<file path="src/rtl/high_speed_bus_ecc_dec_if.sv">
// high_speed_bus_ecc_dec_if
//   Streaming bus between the link and the consumer, seen by the SECDED decoder.
//   Input side : in_valid / in_ready / codeword_in (39-bit SECDED codeword)
//   Output side: out_valid / out_ready / data_out (32-bit) with sec_err / ded_err tags
//   Modports: slave  - the decoder (accepts codewords, produces data)
//             master - the environment (link driver + consumer)
interface high_speed_bus_ecc_dec_if;
  logic        in_valid;
  logic        in_ready;
  logic [38:0] codeword_in;
  logic        out_valid;
  logic        out_ready;
  logic [31:0] data_out;
  logic        sec_err;
  logic        ded_err;

  modport slave (
    input  in_valid, codeword_in, out_ready,
    output in_ready, out_valid, data_out, sec_err, ded_err
  );

  modport master (
    output in_valid, codeword_in, out_ready,
    input  in_ready, out_valid, data_out, sec_err, ded_err
  );
endinterface

</file>
<file path="src/rtl/high_speed_bus_ecc_dec.sv">
// high_speed_bus_ecc_dec
//   Receive-side SECDED checker/corrector for the 39-bit bus codeword
//   (32 data + 6 Hamming check + 1 overall parity). Two-stage pipeline:
//   S1 registers codeword, syndrome and parity; S2 registers corrected data
//   and error flags. Saturating SEC/DED event counters.
// Ports
//   clk        : clock, rising edge
//   reset      : asynchronous active-high reset
//   bus        : stream interface (slave modport), see high_speed_bus_ecc_dec_if
//   cnt_clr    : synchronous clear of counters and log (wins over events)
//   sec_count  : corrected-error beats delivered (saturating, CNT_W bits)
//   ded_count  : uncorrectable beats delivered (saturating, CNT_W bits)
//   log_syn    : syndrome of first DED since reset/clear
//   log_cw     : raw codeword of first DED since reset/clear
// Configuration
//   ECC_ERR_LOG_EN : when defined, the first-DED log is implemented;
//                    otherwise log_syn/log_cw are tied to zero.
module high_speed_bus_ecc_dec #(
  parameter int CNT_W = 16
) (
  input  logic                   clk,
  input  logic                   reset,
  high_speed_bus_ecc_dec_if.slave bus,
  input  logic                   cnt_clr,
  output logic [CNT_W-1:0]       sec_count,
  output logic [CNT_W-1:0]       ded_count,
  output logic [5:0]             log_syn,
  output logic [38:0]            log_cw
);
  localparam int STAGES = 2;

  // Hamming syndrome over positions 1..38 (position p at bit p-1).
  function automatic logic [5:0] f_syn(input logic [38:0] cw);
    logic [5:0] s;
    s = '0;
    for (int k = 0; k < 6; k++)
      for (int p = 1; p <= 38; p++)
        if (((p >> k) & 1) == 1) s[k] = s[k] ^ cw[p-1];
    return s;
  endfunction

  // Data occupies the non-power-of-two positions in ascending order.
  function automatic logic [31:0] f_extract(input logic [38:0] cw);
    logic [31:0] d;
    int          j;
    d = '0;
    j = 0;
    for (int p = 1; p <= 38; p++)
      if ((p & (p - 1)) != 0) begin
        d[j] = cw[p-1];
        j++;
      end
    return d;
  endfunction

  logic [STAGES:1] r_vld_pipe;
  logic            w_adv;
  logic            w_pop;

  // S1
  logic [38:0] r_s1_cw;
  logic [5:0]  r_s1_syn;
  logic        r_s1_par;

  // S2
  logic [31:0] r_s2_data;
  logic        r_s2_sec;
  logic        r_s2_ded;

  // decode
  logic [37:0] w_mask;
  logic [38:0] w_fix_cw;
  logic        w_sec;
  logic        w_ded;

  logic [CNT_W-1:0] r_sec_cnt;
  logic [CNT_W-1:0] r_ded_cnt;

  // Both stages move together; a stalled output freezes the whole pipe.
  assign w_adv         = bus.out_ready | ~r_vld_pipe[STAGES];
  assign w_pop         = r_vld_pipe[STAGES] & bus.out_ready;
  assign bus.in_ready  = w_adv;
  assign bus.out_valid = r_vld_pipe[STAGES];
  assign bus.data_out  = r_s2_data;
  assign bus.sec_err   = r_s2_sec;
  assign bus.ded_err   = r_s2_ded;
  assign sec_count     = r_sec_cnt;
  assign ded_count     = r_ded_cnt;

  always_ff @(posedge clk or posedge reset) begin
    if (reset) r_vld_pipe <= '0;
    else if (w_adv) r_vld_pipe <= {r_vld_pipe[STAGES-1:1], bus.in_valid};
  end

  always_ff @(posedge clk or posedge reset) begin
    if (reset) begin
      r_s1_cw  <= '0;
      r_s1_syn <= '0;
      r_s1_par <= 1'b0;
    end else if (w_adv) begin
      r_s1_cw  <= bus.codeword_in;
      r_s1_syn <= f_syn(bus.codeword_in);
      r_s1_par <= ^bus.codeword_in;
    end
  end

  // One-hot flip mask for syndrome positions 1..38.
  always_comb begin
    w_mask = '0;
    for (int p = 1; p <= 38; p++)
      w_mask[p-1] = (r_s1_syn == 6'(p));
  end

  always_comb begin
    w_fix_cw = r_s1_cw;
    w_sec    = 1'b0;
    w_ded    = 1'b0;
    if (r_s1_par) begin
      if (r_s1_syn == 6'd0) begin
        w_sec = 1'b1;                    // overall parity bit itself flipped
      end else if (r_s1_syn <= 6'd38) begin
        w_sec = 1'b1;
        w_fix_cw[37:0] = r_s1_cw[37:0] ^ w_mask;
      end else begin
        w_ded = 1'b1;                    // odd weight but syndrome off the end
      end
    end else if (r_s1_syn != 6'd0) begin
      w_ded = 1'b1;
    end
  end

  always_ff @(posedge clk or posedge reset) begin
    if (reset) begin
      r_s2_data <= '0;
      r_s2_sec  <= 1'b0;
      r_s2_ded  <= 1'b0;
    end else if (w_adv) begin
      r_s2_data <= f_extract(w_fix_cw);
      r_s2_sec  <= r_vld_pipe[1] & w_sec;
      r_s2_ded  <= r_vld_pipe[1] & w_ded;
    end
  end

  always_ff @(posedge clk or posedge reset) begin
    if (reset) begin
      r_sec_cnt <= '0;
      r_ded_cnt <= '0;
    end else if (cnt_clr) begin
      r_sec_cnt <= '0;
      r_ded_cnt <= '0;
    end else begin
      if (w_pop && r_s2_sec && !(&r_sec_cnt)) r_sec_cnt <= r_sec_cnt + CNT_W'(1);
      if (w_pop && r_s2_ded && !(&r_ded_cnt)) r_ded_cnt <= r_ded_cnt + CNT_W'(1);
    end
  end

`ifdef ECC_ERR_LOG_EN
  // Raw codeword/syndrome ride along in S2 so the log sees the beat as it leaves.
  logic [38:0] r_s2_cw;
  logic [5:0]  r_s2_syn;
  logic        r_log_vld;
  logic [5:0]  r_log_syn;
  logic [38:0] r_log_cw;

  always_ff @(posedge clk or posedge reset) begin
    if (reset) begin
      r_s2_cw  <= '0;
      r_s2_syn <= '0;
    end else if (w_adv) begin
      r_s2_cw  <= r_s1_cw;
      r_s2_syn <= r_s1_syn;
    end
  end

  always_ff @(posedge clk or posedge reset) begin
    if (reset) begin
      r_log_vld <= 1'b0;
      r_log_syn <= '0;
      r_log_cw  <= '0;
    end else if (cnt_clr) begin
      r_log_vld <= 1'b0;
      r_log_syn <= '0;
      r_log_cw  <= '0;
    end else if (w_pop && r_s2_ded && !r_log_vld) begin
      r_log_vld <= 1'b1;
      r_log_syn <= r_s2_syn;
      r_log_cw  <= r_s2_cw;
    end
  end

  assign log_syn = r_log_syn;
  assign log_cw  = r_log_cw;
`else
  assign log_syn = '0;
  assign log_cw  = '0;
`endif
endmodule
</file>
<file path="src/flat_wrapper.sv">
// flat-port wrapper written by rule: the top's interface ports become plain ports
module high_speed_bus_ecc_dec_flat 
#(
  parameter int CNT_W = 16
)
  (clk, reset, cnt_clr, sec_count, ded_count, log_syn, log_cw, bus_in_valid, bus_codeword_in, bus_out_ready, bus_in_ready, bus_out_valid, bus_data_out, bus_sec_err, bus_ded_err);
  high_speed_bus_ecc_dec_if bus_i ();
  input  logic clk;
  input  logic reset;
  input  logic cnt_clr;
  output logic [CNT_W-1:0] sec_count;
  output logic [CNT_W-1:0] ded_count;
  output logic [5:0] log_syn;
  output logic [38:0] log_cw;
  input wire logic [$bits(bus_i.in_valid)-1:0] bus_in_valid;
  input wire logic [$bits(bus_i.codeword_in)-1:0] bus_codeword_in;
  input wire logic [$bits(bus_i.out_ready)-1:0] bus_out_ready;
  output wire logic [$bits(bus_i.in_ready)-1:0] bus_in_ready;
  output wire logic [$bits(bus_i.out_valid)-1:0] bus_out_valid;
  output wire logic [$bits(bus_i.data_out)-1:0] bus_data_out;
  output wire logic [$bits(bus_i.sec_err)-1:0] bus_sec_err;
  output wire logic [$bits(bus_i.ded_err)-1:0] bus_ded_err;
  assign bus_i.in_valid = bus_in_valid;
  assign bus_i.codeword_in = bus_codeword_in;
  assign bus_i.out_ready = bus_out_ready;
  assign bus_in_ready = bus_i.in_ready;
  assign bus_out_valid = bus_i.out_valid;
  assign bus_data_out = bus_i.data_out;
  assign bus_sec_err = bus_i.sec_err;
  assign bus_ded_err = bus_i.ded_err;
  high_speed_bus_ecc_dec #(.CNT_W(CNT_W)) u_core (.clk(clk), .reset(reset), .bus(bus_i), .cnt_clr(cnt_clr), .sec_count(sec_count), .ded_count(ded_count), .log_syn(log_syn), .log_cw(log_cw));
endmodule
</file>
<file path="config.mk">
export PLATFORM = sky130hd
export DESIGN_NAME = high_speed_bus_ecc_dec_flat
export DESIGN_NICKNAME = d
export VERILOG_FILES = /design/src/rtl/high_speed_bus_ecc_dec_if.sv /design/src/rtl/high_speed_bus_ecc_dec.sv /design/src/flat_wrapper.sv
export SDC_FILE = /design/constraint.sdc
export NUM_CORES = 1
export LEC_CHECK = 0
export CAP_MARGIN = 20
export CORE_MARGIN = 2
export CORE_UTILIZATION = 45
export CTS_CLUSTER_DIAMETER = 200
export DETAILED_ROUTE_END_ITERATION = 10
export GPL_TIMING_DRIVEN = 0
export PLACE_DENSITY = 0.83
export SLEW_MARGIN = 10
export SYNTH_ARGS = -nofsm -noshare
export SYNTH_HDL_FRONTEND = slang
export SYNTH_SLANG_ARGS = --single-unit
</file>
<file path="constraint.sdc">
create_clock -name clk -period 3.2 [get_ports clk]
set_input_delay 0.64 -clock clk [delete_from_list [all_inputs] [get_ports clk]]
set_output_delay 0.64 -clock clk [all_outputs]
set_load 0.02 [all_outputs]
</file>
## After elaboration in Yosys (flattened, before gate mapping)

Cells that the tools add are included.

| storage, ports and cells | value |
|---|---|
| memory bits (writable) | 0 |
| flip-flop bits (word level) | 113 |
| output and inout bits | 113 |
| word-level logic and storage cells | 541 |
| ROM bits | 0 |
| memories kept | 0 |
| bits in latches | 0 |
| bits of input ports | 44 |

| cells by class | value |
|---|---|
| $lt $le $gt $ge | 63 |
| reductions and logical operators | 44 |
| equality and inequality tests | 38 |
| shifts and indexed selects | 0 |
| $mul | 0 |
| $add $sub $neg | 32 |
| multiplexer cells | 259 |
| div/mod/pow operators | 0 |
| bitwise gates (word level) | 96 |

Operators by type and width:

| kind | number |
|---|---|
| two-way mux 32 bit | 61 |
| bitwise mux 32 bit | 31 |
| >= comparator 32 x 1 -> 1 bit (second input constant) | 31 |
| < comparator 32 x 7 -> 1 bit (second input constant) | 31 |
| adder 32 x 2 -> 32 bit (second input constant) | 30 |
| demux 1 bit (select 5 bit) | 31 |
| two-way mux 1 bit | 129 |
| two-way mux 38 bit | 3 |
| equality test 6 x 5 -> 1 bit (second input constant) | 16 |
| bitwise XOR 1 bit | 90 |
| two-way mux 16 bit | 4 |
| equality test 6 x 4 -> 1 bit (second input constant) | 8 |
| equality test 6 bit (second input constant) | 7 |
| parity 39 bit | 1 |
| bitwise XOR 38 bit | 1 |
| logical AND 1 bit | 35 |
| adder 16 x 1 -> 16 bit (second input constant) | 2 |
| AND reduction 16 bit | 2 |
| equality test 6 x 3 -> 1 bit (second input constant) | 4 |
| equality test 6 x 2 -> 1 bit (second input constant) | 2 |
| equality test 6 x 1 -> 1 bit (second input constant) | 1 |
| less-or-equal comparator 6 bit (second input constant) | 1 |
| logical NOT 6 bit | 1 |
| nonzero test 6 bit | 1 |
| other kinds (5) | 9 |

## Longest topological paths before layout

Gate-level depths: netlist of the first run.

| logic depth | value |
|---|---|
| depth in word-level cells | 68 |
| gate-level depth with buffers | 7 |

## Worst setup path before layout of the first run

No wires, ideal clock.

| path | value |
|---|---|
| path type | input-to-reg |
| from | input port bus_codeword_in[28] |
| to | register u_core.r_s1_par |
| required time | 3,075 ps |
| data arrival time | 2,272 ps |
| slack | 803 ps |
| buffers on the path | 0 |
| stages | 5 |
| path through | xnor3_1 > xnor3_1 > xnor3_2 > xnor3_1 > mux2_2 |

| between the ends | value |
|---|---|
| cells in the longest elaborated chain, start to end | 1 |

Ends and longest elaborated chain:

| what | RTL line | text |
|---|---|---|
| from (decl) | flat_wrapper.sv:16 | `input wire logic [$bits(bus_i.codeword_in)-1:0] bus_codeword_in;` |
| parity 39 bit | high_speed_bus_ecc_dec.sv:103 | `r_s1_par <= ^bus.codeword_in;` |
| to (signal assigned) | high_speed_bus_ecc_dec.sv:103 |  |
| to (decl) | high_speed_bus_ecc_dec.sv:63 | `logic r_s1_par;` |

No other way between the ends.
A chain may end at the register's enable or synchronous reset.

## Worst setup path after layout of the first run

| path | value |
|---|---|
| from | input port bus_out_ready |
| to | output port bus_in_ready |

| between the ends | value |
|---|---|
| cells in the longest elaborated chain, start to end | 1 |

Ends and longest elaborated chain:

| what | RTL line | text |
|---|---|---|
| from (decl) | flat_wrapper.sv:17 | `input wire logic [$bits(bus_i.out_ready)-1:0] bus_out_ready;` |
| bitwise OR 1 bit | high_speed_bus_ecc_dec.sv:80 | `assign w_adv = bus.out_ready \| ~r_vld_pipe[STAGES];` |
| to (decl) | flat_wrapper.sv:18 | `output wire logic [$bits(bus_i.in_ready)-1:0] bus_in_ready;` |

No other way between the ends.

==> summary.txt, run 1 <==
worst path arrival time - 2.33 ns
Sw Share - 0.3410
largest net degree at the start of global routing - 40
number of top-level pins - 157
VDD IR-drop max - 0.0003417 V
critical path fanouts, max - 10
Iter 0 DRT Violations - 483
Pwr Density - 552.7 nW/µm²
Layout area overhead - 30.92%
Starting Density - 0.4584
Yosys warnings - 0
placer congestion estimate - 0.9083
gr usage total - 0.2092
Avg Vias per Cell - 4.937
layout cells sized above 1 - 0.08795
prevailing post-synth register cell - dfrtp_1
non-filler instance count after layout - 1,006
Final period util - 0.9291
WL final - 14.59 mm
Max-cap violations - 0
crit path time final - 2.973 ns
Final Skew - 0.007697 ns
Comb pwr share - 0.351
register share of total power - 0.396
reg-to-reg startpoint - u_core.sec_count[7]
Max Fclk - 336.4 MHz
CORE AREA - 13,140 µm²
hold buffers post-CTS - 0
setup TNS - 0 ns
worst skew pair latency - 0.34 ns
clock group share of total power - 0.253
Routed Antenna Nets - 0
reg-to-reg endpoint - u_core.sec_count[0]
number of synthesized flops with an enable pin - 0
total CTS buffers - 9
Layout Nets - 873
area of the mapped netlist - 6022 µm²
max_slew headroom - 0.3234
Worst EP required - 2.56 ns
Pre-antenna DRT Iters - 5
die span in x - 119.7 µm
Final Hold Viols - 0
# H-tree levels - 3
RSZ-0062 raised after global routing - false
# diodes - 0
grt ovf - 0
Int Pwr - 0.002872 W
drt drc - 0
first-pass GRT wire length - 23.66 mm
Worst Hold End - u_core.bus.data_out[31]
Switch Pwr - 0.001486 W
Syn Area/Cell - 9.180 µm²
clock net sink count - 107
endpoints failing setup - 0
Synth cell types - 41
Post-Syn Instances - 656
Slew Viols, Final - 0
DIE HEIGHT - 119.7 µm
r2r setup slk - 0.96 ns
HPWL Detailed - 11.54 mm
clk root buf - clkbuf_16
row cnt - 42
leakage - 3.441 nW
startpoint types - input pin
port bufs - 111
Worst Setup End Kind - output pin
via count - 4,967
register area share after synthesis - 0.4446
DR WL/cell - 14.50 µm
Reg2Reg Depth - 5
Hold Crit Start - u_core.bus.data_out[31]
worst-margin pin slew - 1.007 ns
Hold Slack - 0.4806 ns
placed cells - 989
WS Path Type - input pin to output pin
Crit. Startpoint - bus_out_ready
status - completed
total chip power - 0.004358 W
fraction of registers with async set/reset - 1.000
vias in the first global route - 4,773
Synth Register Bits - 107
initial antenna violation count - 0
TritonCTS clock tree - built
die area - 14,320 µm²
Max clock buf depth - 2
worst hold stages - 2
Worst Hold Class - register to register
clock-pin slew on the worst setup and hold paths - 0.06 ns
## placed cells by master (no fill, tap or decap), drive strengths merged, types with 3 or more instances in the layout
cell | synthesis | final
and3 | 6 | 6
buf | 45 | 51
nand3 | 18 | 18
clkdlybuf4s50 | 0 | 111
nand2b | 4 | 4
nor3b | 3 | 3
nor4b | 3 | 3
xnor2 | 67 | 67
nor4 | 7 | 7
xor2 | 37 | 37
a211oi | 3 | 3
nor2 | 49 | 49
and2 | 3 | 3
clkinvlp | 0 | 3
conb | 1 | 45
nand4 | 12 | 12
nand2 | 159 | 159
inv | 4 | 3
a21oi | 7 | 7
or3 | 3 | 3
nor3 | 13 | 13
o21ai | 43 | 43
o2111ai | 3 | 3
dfrtp | 107 | 107
nor2b | 5 | 5
clkbuf | 25 | 34
xnor3 | 12 | 12
## kinds of logic after synthesis
family | Yosys count | share of synthesized area
AOI/OAI and AO/OA | 61 | 0.05631
xor gates and xnor gates | 117 | 0.2015
adders and majority gates | 2 | 0.004155
buffers and inverters | 74 | 0.07417
DFF | 107 | 0.4446
muxes | 2 | 0.003532
other | 1 | 0.0006227
and+or+nand+nor | 292 | 0.2150
## critical path, cell delays in order
cell	delay, ns
clkdlybuf4s50_1	0.47
nor2b_1	0.15
clkbuf_2	0.26
clkinvlp_4	0.23
clkdlybuf4s50_1	0.58
## what timing repair did
item,CTS,global route
cloned,0,0
buffers inserted,0,4
setup endpoints to repair,1,1
gates resized for setup,0,3
## flip-flops by register name (all words and copies together), names as in the netlist
signal / count
u_core.ded_count: 16
u_core.bus.sec_err: 1
u_core.r_s1_syn: 6
u_core.sec_count: 16
u_core.r_vld_pipe: 2
u_core.r_s1_cw: 32
u_core.bus.data_out: 32
u_core.r_s1_par: 1
u_core.bus.ded_err: 1
## through the flow
step                utilization  worst slack (ns)  cell area (µm²)
floorplan                     -            0.8034             6191
global placement         0.5726           -0.1071             7522
detailed placement       0.5756           -0.1660             7562
CTS                      0.5974          0.004764             7849
global route             0.6001            0.1201             7884
finish                   0.6001            0.2270             7884
## area by class of cell
type	instances	area [µm²]
well taps	176	220.2
repair buffers	117	1181
multi-input cells	519	3063
clock buffers	10	239.0
flip-flops and latches	107	2678
clock inverters	4	51.30
fillers	1133	5254
plain buffers	69	429.2
inverters	4	22.52
## power groups by stage
stage                     combinational (W)  clock (W)  sequential (W)
after detailed placement            0.00152          0         0.00175
final                               0.00153    0.00110         0.00173
after floorplan                    0.000865          0         0.00184
after global routing                0.00165    0.00118         0.00175
after global placement              0.00148          0         0.00173
after CTS                           0.00152    0.00112         0.00172
## synthesized netlist by cell type, drive strengths merged, types with 2 or more instances
master,instances,area [µm²]
nor4b,3,26.28
or3,3,18.77
inv,4,15.01
and2,3,18.77
and3,6,37.54
o2111ai,3,26.28
nor2b,5,31.28
a21oi,7,35.03
nor2,49,183.9
nand3,18,90.09
nand4,12,75.07
xnor3,12,271.5
xor2,37,324.1
nor4bb,2,20.02
nand2b,4,25.02
dfrtp,107,2678
nand2,159,596.8
clkbuf,25,93.84
nor3b,3,22.52
a211oi,3,22.52
o21ai,43,215.2
xnor2,67,594.3
buf,45,337.8
ha,2,25.02
and4,2,17.52
nor4,7,43.79
nor3,13,65.06
## worst max-delay path by stage
stage | endpoint | slack [ns] | depth (start not counted)
after CTS | bus_in_ready | 0.005 | 5
after detailed placement | bus_in_ready | -0.17 | 6
after global placement | bus_in_ready | -0.11 | 6
final | bus_in_ready | 0.23 | 5
after global routing | bus_in_ready | 0.12 | 5
after floorplan | u_core.r_s1_par | 0.80 | 5
## per-layer routing
metal  vias to the layer above  track usage  routed length, µm
met5                         -            0                  0
met4                         0      0.05956                160
met3                        16      0.03184                835
met2                       190       0.3582               7364
met1                      2352       0.2768               6230
li1                       2409            -                  -
Note: power is estimated with default switching activity, not from simulation.
==> run 2, diff against run 1 <==
- TNS_END_PERCENT: not set -> 5
==> results of run 2 <==
No change in the layout: final DEF, timing and power equal those of run 1.
==> run 3, diff against run 2 <==
- CORE_MARGIN: 2 -> 4
==> run 3 against run 2 <==
Total power down 0.46%. Critical path depth stayed put. First-iteration DRC count decreased by 15%. Clock power about the same. Clock skew rose by 0.0029 ns. Sequential cell count did not move. Utilization is 0.093 points higher. Combinational power about the same. Cell area is 0.56% higher. Cell count up 0.60%. Critical path type unchanged. Largest cell class unchanged. Largest power group unchanged.
==> summary.txt, run 3 (synthesized netlist as in run 1, its figures left out) <==
Pre-antenna DRT Iters - 5
# diodes - 0
r2r setup slk - 1.18 ns
hold buffers post-CTS - 0
row cnt - 42
worst-margin pin slew - 0.6969 ns
total chip power - 0.004338 W
WP buf/inv - 4
reg-to-reg startpoint - u_core.sec_count[0]
first-pass GRT wire length - 23.29 mm
Pwr Density - 547.2 nW/µm²
placer congestion estimate - 0.8991
startpoint types - input pin
WS Path Type - input pin to output pin
WL final - 14.69 mm
clock-pin slew on the worst setup and hold paths - 0.07 ns
crit path time final - 2.968 ns
TritonCTS clock tree - built
DIE HEIGHT - 123.7 µm
placed cells - 990
Avg Vias per Cell - 4.945
Core Util, Final - 0.6010
vias in the first global route - 4,692
port bufs - 111
most common cell after layout, fill and taps aside - nand2_1
via count - 5,004
clk root buf - clkbuf_16
Hold Slack - 0.4814 ns
worst path arrival time - 2.33 ns
grt ovf - 0
drt drc - 0
# H-tree levels - 3
HPWL Detailed - 11.78 mm
largest net degree at the start of global routing - 33
number of top-level pins - 157
clock net sink count - 107
worst skew pair latency - 0.35 ns
VDD IR-drop max - 0.0004126 V
Crit path depth - 5
Reg2Reg Depth - 6
DR WL/cell - 14.51 µm
initial antenna violation count - 0
Layout Nets - 877
die span in x - 123.7 µm
Routed Antenna Nets - 0
Final Skew - 0.01063 ns
endpoints failing setup - 0
total CTS buffers - 9
Max Fclk - 336.9 MHz
cell family with most CP delay - buffers and inverters
Slew Viols, Final - 0
most frequent cells in the layout - nand2_1 (159), clkdlybuf4s50_1 (111), dfrtp_1 (107)
Layout area overhead - 31.64%
Worst EP required - 2.56 ns
layout cells sized above 1 - 0.09450
worst-path cell chain - clkdlybuf4s50_1, nor2b_1, clkbuf_2, clkinvlp_4, clkdlybuf4s50_1
Max-cap violations - 0
RSZ-0062 raised after global routing - false
CP max-delay cell - clkdlybuf4s50_1
CORE AREA - 13,190 µm²
leakage - 3.467 nW
Iter 0 DRT Violations - 411
CP max stage delay - 0.59 ns
critical path fanouts, max - 10
Worst Hold Class - register to register
Hold Crit Start - u_core.bus.data_out[2]
max_slew headroom - 0.5311
Starting Density - 0.4566
status - completed
reg-to-reg endpoint - u_core.sec_count[11]
Worst Setup End Kind - output pin
Crit. Startpoint - bus_out_ready
Final period util - 0.9276
non-filler instance count after layout - 1,012
gr usage total - 0.1944
Final Hold Viols - 0
CP Capture Point - bus_in_ready
most frequent CP cell - clkdlybuf4s50_1
die area - 15,300 µm²
Max clock buf depth - 2
run 3: cell types whose count changed in the layout (fill, tap and decap cells not counted):
cell	before	now
buf_2	0	1
buf_4	49	51
buf_16	0	1
bufinv_16	1	0
clkinv_4	0	2
inv_6	1	2
run 3: where the power goes:
| part | internal, W | switching (W) |
|---|---|---|
| clock | 0.000557 | 0.000518 |
| sequential | 0.00156 | 0.000169 |
| combinational | 0.000700 | 0.000838 |
| total | 0.00281 | 0.00152 |
run 3: stage by stage:
step / setup TNS [ns] / setup WS, ns / cell area (µm²)
global route: 0 / 0.1381 / 7928
detailed placement: -0.1387 / -0.1387 / 7590
finish: 0 / 0.2318 / 7928
global placement: -0.1138 / -0.1138 / 7522
CTS: 0 / 0.03782 / 7873
floorplan: 0 / 0.8034 / 6191
run 3: what timing repair did:
item                       in CTS  in global routing
buffers inserted                0                  6
setup endpoints to repair       1                  1
gates resized for setup         0                  3
run 3: per-layer routing:
metal	vias up	routed length, µm	global-route usage
li1	2431	-	-
met3	19	910	0.03724
met4	0	254	0.05813
met5	-	0	0
met1	2387	6275	0.2501
met2	167	7250	0.3329
run 3: worst min-delay path: stages, from the launching register on:
cell     delay (ns)
dfrtp_1        0.35
nand2_1        0.04
o21ai_0        0.06
run 3: area by class of cell:
cell class / count / area, µm²
clock buffers: 10 / 239.0
flip-flops and latches: 107 / 2678
multi-input cells: 519 / 3063
clock inverters: 6 / 47.55
well taps: 176 / 220.2
plain buffers: 69 / 429.2
fillers: 1135 / 5263
repair buffers: 121 / 1229
inverters: 4 / 22.52
run 3: worst min-delay path by stage:
| stage | to | slack (ns) | depth (start not counted) |
|---|---|---|---|
| floorplan | u_core.r_s1_cw[10] | 0.46 | 2 |
| global placement | u_core.bus.data_out[31] | 0.46 | 2 |
| detailed placement | u_core.bus.data_out[2] | 0.47 | 2 |
| CTS | u_core.bus.data_out[2] | 0.49 | 2 |
| global route | u_core.r_s1_cw[11] | 0.51 | 2 |
| finish | u_core.bus.data_out[2] | 0.48 | 2 |
